## src/rtl/vector_checker_mem.sv

```systemverilog
// vector_checker_mem
// DEPTH x VEC_W vector storage. It has a synchronous write port and an
// asynchronous read port. It has no reset, so the contents survive a
// checker reset.
// Ports:
//   clk      - write clock
//   i_we     - write enable
//   i_waddr  - write address
//   i_wdata  - write data
//   i_raddr  - read address
//   o_rdata  - read data (combinational)

module vector_checker_mem #(
    parameter int DEPTH  = 32,
    parameter int ADDR_W = 5,
    parameter int VEC_W  = 3
) (
    input  logic              clk,
    input  logic              i_we,
    input  logic [ADDR_W-1:0] i_waddr,
    input  logic [VEC_W-1:0]  i_wdata,
    input  logic [ADDR_W-1:0] i_raddr,
    output logic [VEC_W-1:0]  o_rdata
);

    logic [VEC_W-1:0] r_mem [DEPTH];

    always_ff @(posedge clk) begin
        if (i_we) begin
            r_mem[i_waddr] <= i_wdata;
        end
    end

    assign o_rdata = r_mem[i_raddr];

endmodule

```

## config.mk

```make
export PLATFORM = sky130hd
export DESIGN_NAME = vector_checker_mem
export DESIGN_NICKNAME = d
export VERILOG_FILES = /design/src/rtl/vector_checker_mem.sv
export SDC_FILE = /design/constraint.sdc
export NUM_CORES = 1
export LEC_CHECK = 0
export CAP_MARGIN = 20
export CORE_UTILIZATION = 50
export CTS_CLUSTER_DIAMETER = 30
export CTS_CLUSTER_SIZE = 25
export DETAILED_ROUTE_END_ITERATION = 16
export HOLD_SLACK_MARGIN = 0.06
export PLACE_DENSITY = 0.7
export SLEW_MARGIN = 20
export SYNTH_ARGS = -nofsm -noshare
export SYNTH_HDL_FRONTEND = slang
export SYNTH_SLANG_ARGS = --single-unit
```

## constraint.sdc

```tcl
create_clock -name clk -period 5.4 [get_ports clk]
set_input_delay 1.62 -clock clk [delete_from_list [all_inputs] [get_ports clk]]
set_output_delay 1.62 -clock clk [all_outputs]
set_load 0.01 [all_outputs]
```

==> results.ini <==
[outcome]
status=completed

[min_path]
hold_path.class=input pin to flop

[worst_setup_path]
cp-endpoint=o_rdata[2]
path_max_fanout=6
path_class=input pin to output port
cp-startpoint=i_raddr[0]
cp.arrival_ns=3.71
crit_required_ns=3.78
start_kind=input pin
end_kind=output port

[cells_and_area]
num-nets-final=223
largest_reg_flops=96
instances_no_fill=312
regMostFlops=r_mem
reg_top3=r_mem (96)
final_layout_size_suffix_gt1_share_pct=28.6
antenna_cells=0
final_common_cell=edfxtp_1
nFillCells=565
synthToLayoutAreaGrowth_pct=13.7
final_cell_mix=edfxtp_1, nor2_1, mux4_2, clkbuf_8, clkdlybuf4s50_1

[synth]
synthTopCellsByArea=edfxtp_1, mux4_2, nor2_1
syn-mean-instance-area_um2=21.2
netlist.area_leader.share_pct=74.8
synth_cells=182
ys_ff_latch=96
synth_area_leader_cell=edfxtp_1
yosysSeqAreaShare_pct=74.8
ys_types=13
syn_area_um2=3860
syn-num-nets=197
yosys_warnings=0

[timing]
hold_viol_final=0
hold_slack_ns=1.79
worst_pin_slew_ns=0.618
finalCriticalPeriod_ns=5.33
setup_viol=0
slew_viol_final=0
slew-limit-headroom_pct=58.8
fmax_ghz=0.188
finalCritPeriodShare_pct=98.7
rsz0062_at_grt=false

[cts]
clock-sinks=96
cts_tree=yes
cts_made_buffers=9
holdBufCountCts=0
cts_max_path_buffers=2
ctsHtreeMaxLevel=3
cts-root-buf=clkbuf_8
clk_pin_slew_ns=0.10
post-cts-setup-buffer-count=0

[power]
pwr-share-seq_pct=60.7
p_leak_nw=1.35
power.density_nw_per_um2=312
swShare_pct=22.9
power_frac_comb_pct=7.2
power_frac_clock_pct=32.1
p_int_mw=1.05
power.switching_mw=0.314
vdd.ir_drop.worst_uv=191

[drt]
route.detailed.drc=0
firstDrtPassIters=4
drt-initial-drc-count=172
wl_per_cell_um=22.6
wl_um=7040
vias=1845
vias_per_cell=5.91
ant_nets=0

[placement]
globalplace.congestion=0.705
dp_hpwl_um=4440
placedCellCount=294
numPortBuffers=17

[floorplanning]
die_w_um=89.8
io_pins=18
core_um2=7370
die_h_um=89.8
die_area_um2=8070
start_util_pct=52.3
rows=31

[grt]
grt_pass1_vias=1942
grt.total_usage_pct=19.1
antenna_found_initial=0
grt_max_degree=33
grt_pass1_wl_um=10900
overflow=0

[flow_run]
maxCapViolations=0

-- layer usage --
metal  routed length, µm  global-route usage, %  vias to the layer above
met2                3390                   28.9                       89
met3                 430                   3.30                       19
met1                3040                   27.0                      936
met4                 180                   10.2                        0
met5                   0                      0                        -
li1                    -                      -                      801
-- stage by stage --
step / power, mW / setup slack [ns] / utilization (%) / cell area (µm²) / setup TNS (ns)
CTS: 1.37 / 0.0540 / 59.7 / 4400 / 0
floorplan: 0.898 / 0.524 / - / 3860 / 0
global route: 1.40 / 0.0207 / 59.5 / 4380 / 0
global placement: 0.941 / -0.376 / 56.3 / 4150 / -1.13
finish: 1.37 / 0.0721 / 59.5 / 4380 / 0
detailed placement: 0.943 / -0.397 / 56.3 / 4150 / -1.16
-- logic make-up (layout without fill, tap and decap cells) --
group         count (synthesis)  in the layout  share of synthesized area [%]
flops                        96             96                           74.8
mux                          33             33                           18.5
simple gates                 45             45                           5.39
buf+inv                       8             39                           1.36
-- power by group through the flow --
stage	clock [mW]	combinational (mW)	sequential [mW]
6_report	0.439	0.0986	0.830
5_1_grt	0.464	0.106	0.831
4_1_cts	0.443	0.101	0.831
3_5_place_dp	0	0.0954	0.848
3_3_place_gp	0	0.0939	0.847
2_1_floorplan	0	0.0518	0.846
-- critical path, stage by stage --
cell	delay, ns
clkdlybuf4s15_2	0.29
buf_4	0.22
mux4_2	0.53
mux4_2	0.47
mux2_2	0.28
dlygate4sd2_1	0.29
-- timing repair --
action / in CTS / in global routing
resized for setup: 7 / 1
setup endpoints to repair: 3 / 2
cloned: 2 / 0
-- worst min-delay path by stage --
stage | cells after the start | slack, ns | to | start
4_1_cts | 3 | 2.26 | r_mem[31][1]$_DFFE_PP_ | i_waddr[3]
2_1_floorplan | 0 | 1.72 | r_mem[0][0]$_DFFE_PP_ | i_wdata[0]
3_3_place_gp | 3 | 2.61 | r_mem[30][2]$_DFFE_PP_ | i_waddr[3]
5_1_grt | 1 | 1.82 | r_mem[20][2]$_DFFE_PP_ | i_wdata[2]
3_5_place_dp | 3 | 2.64 | r_mem[31][0]$_DFFE_PP_ | i_waddr[3]
6_report | 1 | 1.79 | r_mem[21][0]$_DFFE_PP_ | i_wdata[0]
-- area by class of cell --
| class | instances | area [µm²] | share of cell area, % |
|---|---|---|---|
| Sequential cell | 96 | 2880 | 65.8 |
| Multi-Input combinational cell | 78 | 921 | 21.0 |
| Timing Repair Buffer | 23 | 267 | 6.08 |
| Clock buffer | 9 | 124 | 2.83 |
| Clock inverter | 7 | 65.1 | 1.48 |
| Tap cell | 99 | 124 | 2.83 |
-- Yosys cell counts --
cell type,n
edfxtp_1,96
mux4_1,1
mux4_2,29
or3_1,1
nor2_1,33
nand3_1,2
or3b_2,3
nand3b_1,5
buf_1,1
nand2_1,1
mux2_2,3
buf_6,3
clkbuf_1,4
Power figures use the tool's default switching activity.
